## src/rtl/uart_tx_pkg.sv

```systemverilog
// uart_tx_pkg: select/state codes shared by the Tx controller and the Tx mux.
// The controller state register carries these codes directly as Mux_Sel.
package uart_tx_pkg;

   localparam int unsigned SEL_W = 3;

   typedef enum logic [SEL_W-1:0] {
      SEL_IDLE   = 3'b000,
      SEL_START  = 3'b001,
      SEL_DATA   = 3'b010,
      SEL_PARITY = 3'b011,
      SEL_STOP   = 3'b100
   } tx_sel_e;

   function automatic logic sel_is_busy(input tx_sel_e s);
      return s != SEL_IDLE;
   endfunction

endpackage

```

## src/rtl/uart_tx_ctrl_if.sv

```systemverilog
// uart_tx_ctrl_if: byte request in, per-bit mux controls out.
// master = byte source / mux side, slave = uart_tx_ctrl.
interface uart_tx_ctrl_if
   import uart_tx_pkg::*;
#(
   parameter int DATA_WIDTH = 8
);

   logic [DATA_WIDTH-1:0] P_DATA;
   logic                  Data_Valid;
   logic                  PAR_EN;
   logic                  PAR_TYP;
   logic [SEL_W-1:0]      Mux_Sel;
   logic                  S_DATA;
   logic                  Parity_Bit;
   logic                  Busy;

   modport master (
      output P_DATA,
      output Data_Valid,
      output PAR_EN,
      output PAR_TYP,
      input  Mux_Sel,
      input  S_DATA,
      input  Parity_Bit,
      input  Busy
   );

   modport slave (
      input  P_DATA,
      input  Data_Valid,
      input  PAR_EN,
      input  PAR_TYP,
      output Mux_Sel,
      output S_DATA,
      output Parity_Bit,
      output Busy
   );

endinterface

```

## src/rtl/uart_tx_serializer.sv

```systemverilog
// uart_tx_serializer: payload shift register (LSB first) and bit counter.
// Ports: clk, rst_n, load, enable, P_DATA in; S_DATA, ser_done out.
module uart_tx_serializer #(
   parameter int DATA_WIDTH = 8
) (
   input  logic                  clk,
   input  logic                  rst_n,
   input  logic                  load,
   input  logic                  enable,
   input  logic [DATA_WIDTH-1:0] P_DATA,
   output logic                  S_DATA,
   output logic                  ser_done
);

   localparam int CNT_W = $clog2(DATA_WIDTH);
   localparam logic [CNT_W-1:0] LAST = CNT_W'(DATA_WIDTH - 1);

   logic [DATA_WIDTH-1:0] shift_q, shift_d;
   logic [CNT_W-1:0]      cnt_q, cnt_d;

   assign ser_done = enable && (cnt_q == LAST);
   assign S_DATA   = shift_q[0];

   // Counter is cleared on the last bit so it never wraps for widths
   // that are not a power of two.
   always_comb begin
      shift_d = shift_q;
      cnt_d   = cnt_q;
      if (load) begin
         shift_d = P_DATA;
         cnt_d   = '0;
      end else if (enable) begin
         shift_d = {1'b0, shift_q[DATA_WIDTH-1:1]};
         cnt_d   = ser_done ? '0 : cnt_q + CNT_W'(1);
      end
   end

   always_ff @(posedge clk or negedge rst_n) begin
      if (!rst_n) begin
         shift_q <= '0;
         cnt_q   <= '0;
      end else begin
         shift_q <= shift_d;
         cnt_q   <= cnt_d;
      end
   end

endmodule

```

## src/rtl/uart_tx_ctrl.sv

```systemverilog
// uart_tx_ctrl: sequences start/data/parity/stop, one bit per CLK.
// Ports: CLK, RST (async, active-low), bus (slave: request in, mux controls out).
module uart_tx_ctrl
   import uart_tx_pkg::*;
#(
   parameter int DATA_WIDTH = 8
) (
   input logic           CLK,
   input logic           RST,
   uart_tx_ctrl_if.slave bus
);

   tx_sel_e state_q, state_d;
   logic    par_q, par_d;
   logic    par_en_q, par_en_d;
   logic    accept;
   logic    ser_en;
   logic    ser_done;
   logic    ser_bit;

   assign accept = (state_q == SEL_IDLE) && bus.Data_Valid;
   assign ser_en = (state_q == SEL_DATA);

   uart_tx_serializer #(
      .DATA_WIDTH (DATA_WIDTH)
   ) u_ser (
      .clk      (CLK),
      .rst_n    (RST),
      .load     (accept),
      .enable   (ser_en),
      .P_DATA   (bus.P_DATA),
      .S_DATA   (ser_bit),
      .ser_done (ser_done)
   );

   // Frame options and parity are captured once, so request-side
   // changes mid-frame cannot disturb the frame in flight.
   always_comb begin
      par_d    = par_q;
      par_en_d = par_en_q;
      if (accept) begin
         par_en_d = bus.PAR_EN;
         par_d    = bus.PAR_TYP ? ~^bus.P_DATA : ^bus.P_DATA;
      end
   end

   always_comb begin
      state_d = state_q;
      unique case (state_q)
         SEL_IDLE:   if (bus.Data_Valid) state_d = SEL_START;
         SEL_START:  state_d = SEL_DATA;
         SEL_DATA: begin
            if (ser_done)
               state_d = par_en_q ? SEL_PARITY : SEL_STOP;
         end
         SEL_PARITY: state_d = SEL_STOP;
         SEL_STOP:   state_d = SEL_IDLE;
         default:    state_d = SEL_IDLE;
      endcase
   end

   always_ff @(posedge CLK or negedge RST) begin
      if (!RST) begin
         state_q  <= SEL_IDLE;
         par_q    <= 1'b0;
         par_en_q <= 1'b0;
      end else begin
         state_q  <= state_d;
         par_q    <= par_d;
         par_en_q <= par_en_d;
      end
   end

   assign bus.Mux_Sel    = state_q;
   assign bus.Busy       = sel_is_busy(state_q);
   assign bus.S_DATA     = ser_bit;
   assign bus.Parity_Bit = par_q;

endmodule

```

## src/flat_wrapper.sv

```systemverilog
// flat-port wrapper written by rule: the top's interface ports become plain ports
module uart_tx_ctrl_flat import uart_tx_pkg::*;
#(
   parameter int DATA_WIDTH = 8
)
  (CLK, RST, bus_P_DATA, bus_Data_Valid, bus_PAR_EN, bus_PAR_TYP, bus_Mux_Sel, bus_S_DATA, bus_Parity_Bit, bus_Busy);
  uart_tx_ctrl_if #(.DATA_WIDTH(DATA_WIDTH)) bus_i ();
  input logic CLK;
  input logic RST;
  input wire logic [$bits(bus_i.P_DATA)-1:0] bus_P_DATA;
  input wire logic [$bits(bus_i.Data_Valid)-1:0] bus_Data_Valid;
  input wire logic [$bits(bus_i.PAR_EN)-1:0] bus_PAR_EN;
  input wire logic [$bits(bus_i.PAR_TYP)-1:0] bus_PAR_TYP;
  output wire logic [$bits(bus_i.Mux_Sel)-1:0] bus_Mux_Sel;
  output wire logic [$bits(bus_i.S_DATA)-1:0] bus_S_DATA;
  output wire logic [$bits(bus_i.Parity_Bit)-1:0] bus_Parity_Bit;
  output wire logic [$bits(bus_i.Busy)-1:0] bus_Busy;
  assign bus_i.P_DATA = bus_P_DATA;
  assign bus_i.Data_Valid = bus_Data_Valid;
  assign bus_i.PAR_EN = bus_PAR_EN;
  assign bus_i.PAR_TYP = bus_PAR_TYP;
  assign bus_Mux_Sel = bus_i.Mux_Sel;
  assign bus_S_DATA = bus_i.S_DATA;
  assign bus_Parity_Bit = bus_i.Parity_Bit;
  assign bus_Busy = bus_i.Busy;
  uart_tx_ctrl #(.DATA_WIDTH(DATA_WIDTH)) u_core (.CLK(CLK), .RST(RST), .bus(bus_i));
endmodule
```

## config.mk

```make
export PLATFORM = sky130hd
export DESIGN_NAME = uart_tx_ctrl_flat
export DESIGN_NICKNAME = d
export VERILOG_FILES = /design/src/rtl/uart_tx_pkg.sv /design/src/rtl/uart_tx_ctrl_if.sv /design/src/rtl/uart_tx_serializer.sv /design/src/rtl/uart_tx_ctrl.sv /design/src/flat_wrapper.sv
export SDC_FILE = /design/constraint.sdc
export NUM_CORES = 1
export LEC_CHECK = 0
export BUFFER_PORTS_ARGS = -buffer_cell sky130_fd_sc_hd__buf_4
export CAP_MARGIN = 40
export CORE_UTILIZATION = 54
export CTS_BUF_LIST = sky130_fd_sc_hd__clkbuf_16
export CTS_CLUSTER_SIZE = 40
export DETAILED_ROUTE_END_ITERATION = 8
export GPL_TIMING_DRIVEN = 1
export HOLD_SLACK_MARGIN = 0.06
export MAX_ROUTING_LAYER = met4
export PLACE_DENSITY = 0.82
export SLEW_MARGIN = 20
export SYNTH_ARGS = -nofsm -noshare
export SYNTH_HDL_FRONTEND = slang
export SYNTH_HIERARCHICAL = 1
export SYNTH_SLANG_ARGS = --single-unit
```

## constraint.sdc

```tcl
create_clock -name CLK -period 3.05 [get_ports CLK]
set_input_delay 0 -clock CLK [delete_from_list [all_inputs] [get_ports CLK]]
set_output_delay 0 -clock CLK [all_outputs]
set_load 0.005 [all_outputs]
```

Word level (Yosys, flattened, before mapping)

Index checks and enable logic that the tools add are counted.

Input bits: 13
Memories: 0
ROM bits: 0
Bits in writable memories: 0
Bits in latches: 0
Output and inout bits: 6
Logic and storage cells: 30
Flip-flop bits (word level): 16

Bitwise operators: 0
Shift-type cells: 0
Div/mod/pow operators: 0
Order comparisons: 0
Reduce and logical (&&, ||, !) cells: 8
$add $sub $neg: 1
Muxes and demuxes: 10
$mul: 0
Equal/unequal tests: 6

Operators with widths:

| operator                                                              | number |
|---|---|
| 3-bit 2-to-1 mux                                                      | 6 |
| 8-bit 2-to-1 mux                                                      | 2 |
| 3-bit case mux with 4 select lines                                    | 1 |
| 8-bit XNOR reduction                                                  | 1 |
| 8-bit parity                                                          | 1 |
| 3-bit by 2-bit equality test with 1-bit output, second input constant | 2 |
| 3-bit by 1-bit adder with 3-bit output, second input constant         | 1 |
| 3-bit by 1-bit equality test with 1-bit output, second input constant | 1 |
| 3-bit equality test, second input constant                            | 1 |
| 3-bit logical NOT                                                     | 1 |
| 3-bit nonzero test                                                    | 1 |
| 1-bit logical AND                                                     | 2 |
| 2-bit by 1-bit != test with 1-bit output, second input constant       | 1 |
| 2-bit != test, second input constant                                  | 1 |
| 2-bit AND reduction                                                   | 1 |
| 2-bit nonzero test                                                    | 1 |
| 1-bit 2-to-1 mux                                                      | 1 |

Longest topological paths before layout

Depth in word-level cells: 5
Mapped depth: 7
Depth with buffers taken out: 6

Modules after synthesis

The synthesis kept the hierarchy.

By module, submodules not included:

| module             | cells an instance | instances | area an instance (um^2) | sequential area each (um^2) |
|---|---|---|---|---|
| uart_tx_serializer | 48                | 1         | 520.5                   | 275.3 |
| uart_tx_ctrl       | 29                | 1         | 290.3                   | 125.1 |

Least setup slack after synthesis

OpenSTA, ideal clock, no wires.

Path kind: register to register
Start point: register u_core.state_q[1], in the netlist u_core/bus.Mux_Sel[1]
End point: register u_core.state_q[1], in the netlist u_core/bus.Mux_Sel[1]
Library setup time: 0.124 ns
Setup slack: 1.471 ns
Period minus slack after synthesis: 1.579 ns
Arrival: 1.456 ns
Data required time: 2.926 ns
Stages on the path, launching flop included: 7
Path through: dfrtp_1 nor3b_1 buf_4 and2_1 a21oi_1 mux2i_1 nor2_1

Cells in the longest elaborated chain, start to end: 4

RTL lines:

| what                                                      | line                     | RTL |
|---|---|---|
| start, declared                                           | uart_tx_ctrl.sv:13       | `tx_sel_e state_q, state_d;` |
| start signal, assigned                                    | uart_tx_ctrl.sv:68       | `state_q <= state_d;` |
| 3-bit by 2-bit equality test with 1-bit output            | uart_tx_ctrl.sv:22       | `assign ser_en = (state_q == SEL_DATA);` |
| net u_core.ser_en                                         | uart_tx_ctrl.sv:17       | `logic ser_en;` |
| 1-bit logical AND                                         | uart_tx_serializer.sv:21 | `assign ser_done = enable && (cnt_q == LAST);` |
| net u_core.ser_done                                       | uart_tx_ctrl.sv:18       | `logic ser_done;` |
| 2-bit by 1-bit != test with 1-bit output (no source line) | -                        |  |
| 2-bit AND reduction (no source line)                      | -                        |  |

The timed path passes the listed nets, and every way through them passes these cells.
A chain may end at the register's enable or synchronous reset.

Final worst setup path

Start point: register u_core.state_q[1], in the netlist u_core/bus.Mux_Sel[1]
End point: register u_core.u_ser.shift_q[7]

Cells in the longest elaborated chain, start to end: 3

RTL lines:

| what                                                   | line                     | RTL |
|---|---|---|
| 3-bit logical NOT (*)                                  | uart_tx_ctrl.sv:21       | `assign accept = (state_q == SEL_IDLE) && bus.Data_Valid;` |
| 1-bit logical AND (*)                                  | uart_tx_ctrl.sv:21       |  |
| net u_core.accept                                      | uart_tx_ctrl.sv:16       | `logic accept;` |
| 8-bit 2-to-1 mux or 2-bit nonzero test (tied branches) | -                        |  |
| end signal, assigned                                   | uart_tx_serializer.sv:43 | `shift_q <= shift_d;` |
| end, declared                                          | uart_tx_serializer.sv:18 | `logic [DATA_WIDTH-1:0] shift_q, shift_d;` |

The timed path passes the listed nets; every way through them passes the cells marked *.

==> flow_metrics.tcl <==
set metrics [dict create \
    status "finished, final reports clean" \
    drive_gt1_share_pct 21.3 \
    period_needed_ns 1.95 \
    ys_types 24 \
    ys_seq_elements 16 \
    vias_per_cell 5.49 \
    critPathCaptureType "flip-flop" \
    root_buffer "clkbuf_16" \
    synth_most_common_cell "dfrtp_1" \
    die-area_um2 1660 \
    coreArea_um2 1350 \
    synth_compound_area_share_pct 9.26 \
    grt_pass1_wl_mm 2.72 \
    hp-class "in -> reg" \
    first_pass_iters 4 \
    cap_viol_max_count 0 \
    leakagePower_nw 0.549 \
    drt_iter0_drc 11 \
    finalCritPeriodShare_pct 64.0 \
    path_max_fanout 20 \
    syn_area_um2 811 \
    ant_nets 0 \
    synth_warnings 6 \
    slew_headroom_pct 64.2 \
    setup_tns_ns 0 \
    cts_made_buffers 3 \
    ys.flop_type "dfrtp_1" \
    syn_avg_cell_area_um2 10.5 \
    clk_latency_ns 0.25 \
    worstSetupPathType "reg -> reg" \
    synth_top_area_cell "dfrtp_1" \
    grt_use_total_pct 28.5 \
    ir_worst_vdd_mv 0.601 \
    power_density_nw_per_um2 929 \
    synth-edff-count 0 \
    synth_top_area_share_pct 49.4 \
    cp-start-kind "flip-flop" \
    cts_sinks 16 \
    synth_common_cells "16 x dfrtp_1, 9 x mux2i_1, 9 x nand2_1, 8 x o21ai_1, 4 x xnor2_1" \
    nets 124 \
    syn-num-nets 92 \
    synth_top_family_by_area "simple AND/OR/NAND/NOR gates" \
    gp_congestion 0.753 \
    crit_arrival_ns 2.09 \
    clockBufferDepth 2 \
    antenna_found_initial 0 \
    fp-row-count 13 \
    clock-skew-final_ns 0.00106 \
    numPortBuffers 18 \
    fmax_mhz 513 \
    cp_data_required_time_ns 3.19 \
    ctsResizeCount 0 \
    area_growth_pct 41.7 \
    synthAdderAreaFrac_pct 3.09 \
    die_h_um 40.8 \
    path_clk_slew_ns 0.05 \
    timing.rr.start "u_core/bus.Mux_Sel[1]" \
    grt_max_degree 21 \
    place_hpwl_mm 1.02 \
    cts_tree "yes" \
    cts_max_level 1 \
    fillCellCount 68 \
    initial_core_util_pct 60.1 \
    ios 19 \
    postSynthCellCount 77 \
    synthSimpleGateAreaFrac_pct 14.4 \
    yosys.area_share.xor_xnor_pct 9.26 \
    grt_pass1_vias 595 \
    whs_ns 0.124 \
    rsz0062_at_grt "no" \
    drv_slew 0 \
    seq_area_frac_synth_pct 49.4 \
    ys_top_cells_by_area "dfrtp_1 49%, mux2i_1 11%, o21ai_1 4.9%" \
    num_antenna_cells 0 \
    post_drt_wl_per_cell_um 15.8 \
    cp-startpoint "u_core/bus.Mux_Sel[1]" \
    final-hold-violation-count 0 \
    drcViolationCount 0 \
    die_x_um 40.8 \
    tightest_slew_ns 0.537 \
    via_count 675 \
    async_flop_share_pct 100 \
    hp-start "bus_Data_Valid" \
    routed_wl_mm 1.94 \
    setup_viol 0 \
    synth.mux.area_fraction_pct 11.1 \
    grt_overflow_total 0 \
]
-- flip-flops by register name, summed over array words and instances, names as in the netlist --
register	count
u_core/bus.Mux_Sel	3
u_core/bus.Parity_Bit	1
u_core/par_en_q	1
u_core/u_ser/cnt_q	3
u_core/u_ser/shift_q	8
-- path summary, 6_finish.rpt --
kind / cells past startpoint / slack [ns] / to
max: 5 / 1.10 / u_core/u_ser/shift_q[7]
min: 3 / 0.12 / u_core/bus.Parity_Bit
max reg2reg: 5 / 1.10 / u_core/u_ser/shift_q[7]
min reg2reg: 1 / 0.50 / u_core/u_ser/shift_q[7]
max in group asynchronous: 2 / 2.72 / u_core/u_ser/cnt_q[1]
min in group asynchronous: 2 / 0.15 / u_core/bus.Mux_Sel[1]
-- worst max-delay path, cell delays in order, from the launching register on --
cell and delay (ns):
dfrtp_1 0.45, nor3_1 0.43, nand2_1 0.18, inv_1 0.44, nor2_1 0.14, a22o_1 0.20
-- cell type report --
type	instances	area, um2	share of cell area, %
Clock buffer	3	75.1	6.54
Multi-Input combinational cell	55	387	33.7
Clock inverter	1	3.75	0.327
Tap cell	15	18.8	1.63
Sequential cell	16	400	34.9
Inverter	3	11.3	0.980
Timing Repair Buffer	30	253	22.0
-- power breakdown --
part           switching (W)  internal, W
clock              0.0000806     0.000174
sequential         0.0000690     0.000305
combinational       0.000221     0.000218
total               0.000371     0.000697
-- logic make-up (layout without fill, tap and decap cells) --
logic type	after synthesis	after routing
buffers and inverters	6	37
adders and majority gates	2	2
AOI/OAI and AO/OA	14	14
and+or+nand+nor	23	23
DFF	16	16
xor gates and xnor gates	7	7
muxes	9	9
-- per-layer routing --
layer / track usage, % / share of wire (%) / vias up
li1: - / - / 328
met5: - / 0 / -
met4: 15.0 / 2.5 / 0
met2: 44.8 / 51 / 22
met3: 7.07 / 3.3 / 6
met1: 33.6 / 43 / 319
-- through the flow --
| stage | cells | worst slack, ns | total power [W] | util, % | instance area, um2 |
|---|---|---|---|---|---|
| 6_report | 123 | 1.10 | 0.00107 | 85.1 | 1150 |
| 5_1_grt | 123 | 1.00 | 0.00112 | 85.1 | 1150 |
| 4_1_cts | 123 | 1.20 | 0.00105 | 85.1 | 1150 |
| 3_5_place_dp | 108 | 1.33 | 0.000770 | 71.1 | 960 |
| 3_3_place_gp | 108 | 1.37 | 0.000757 | 71.1 | 960 |
| 2_1_floorplan | 77 | 1.47 | 0.000639 | - | 811 |
-- cell usage in the layout (no fill, tap or decap), types with 3 or more instances in the layout --
cell type,Yosys,routed
a21oi_1,3,3
buf_4,1,19
clkbuf_16,0,3
dfrtp_1,16,16
dlygate4sd3_1,0,11
inv_1,3,3
mux2i_1,9,9
nand2_1,9,9
nor2_1,3,3
o21ai_1,8,8
xnor2_1,4,4
-- timing repair --
| action | CTS | global route |
|---|---|---|
| hold endpoints to repair | 25 | 0 |
| buffers inserted | 0 | 0 |
| hold buffers | 11 | 0 |
Note: power is estimated with default switching activity, not from simulation.
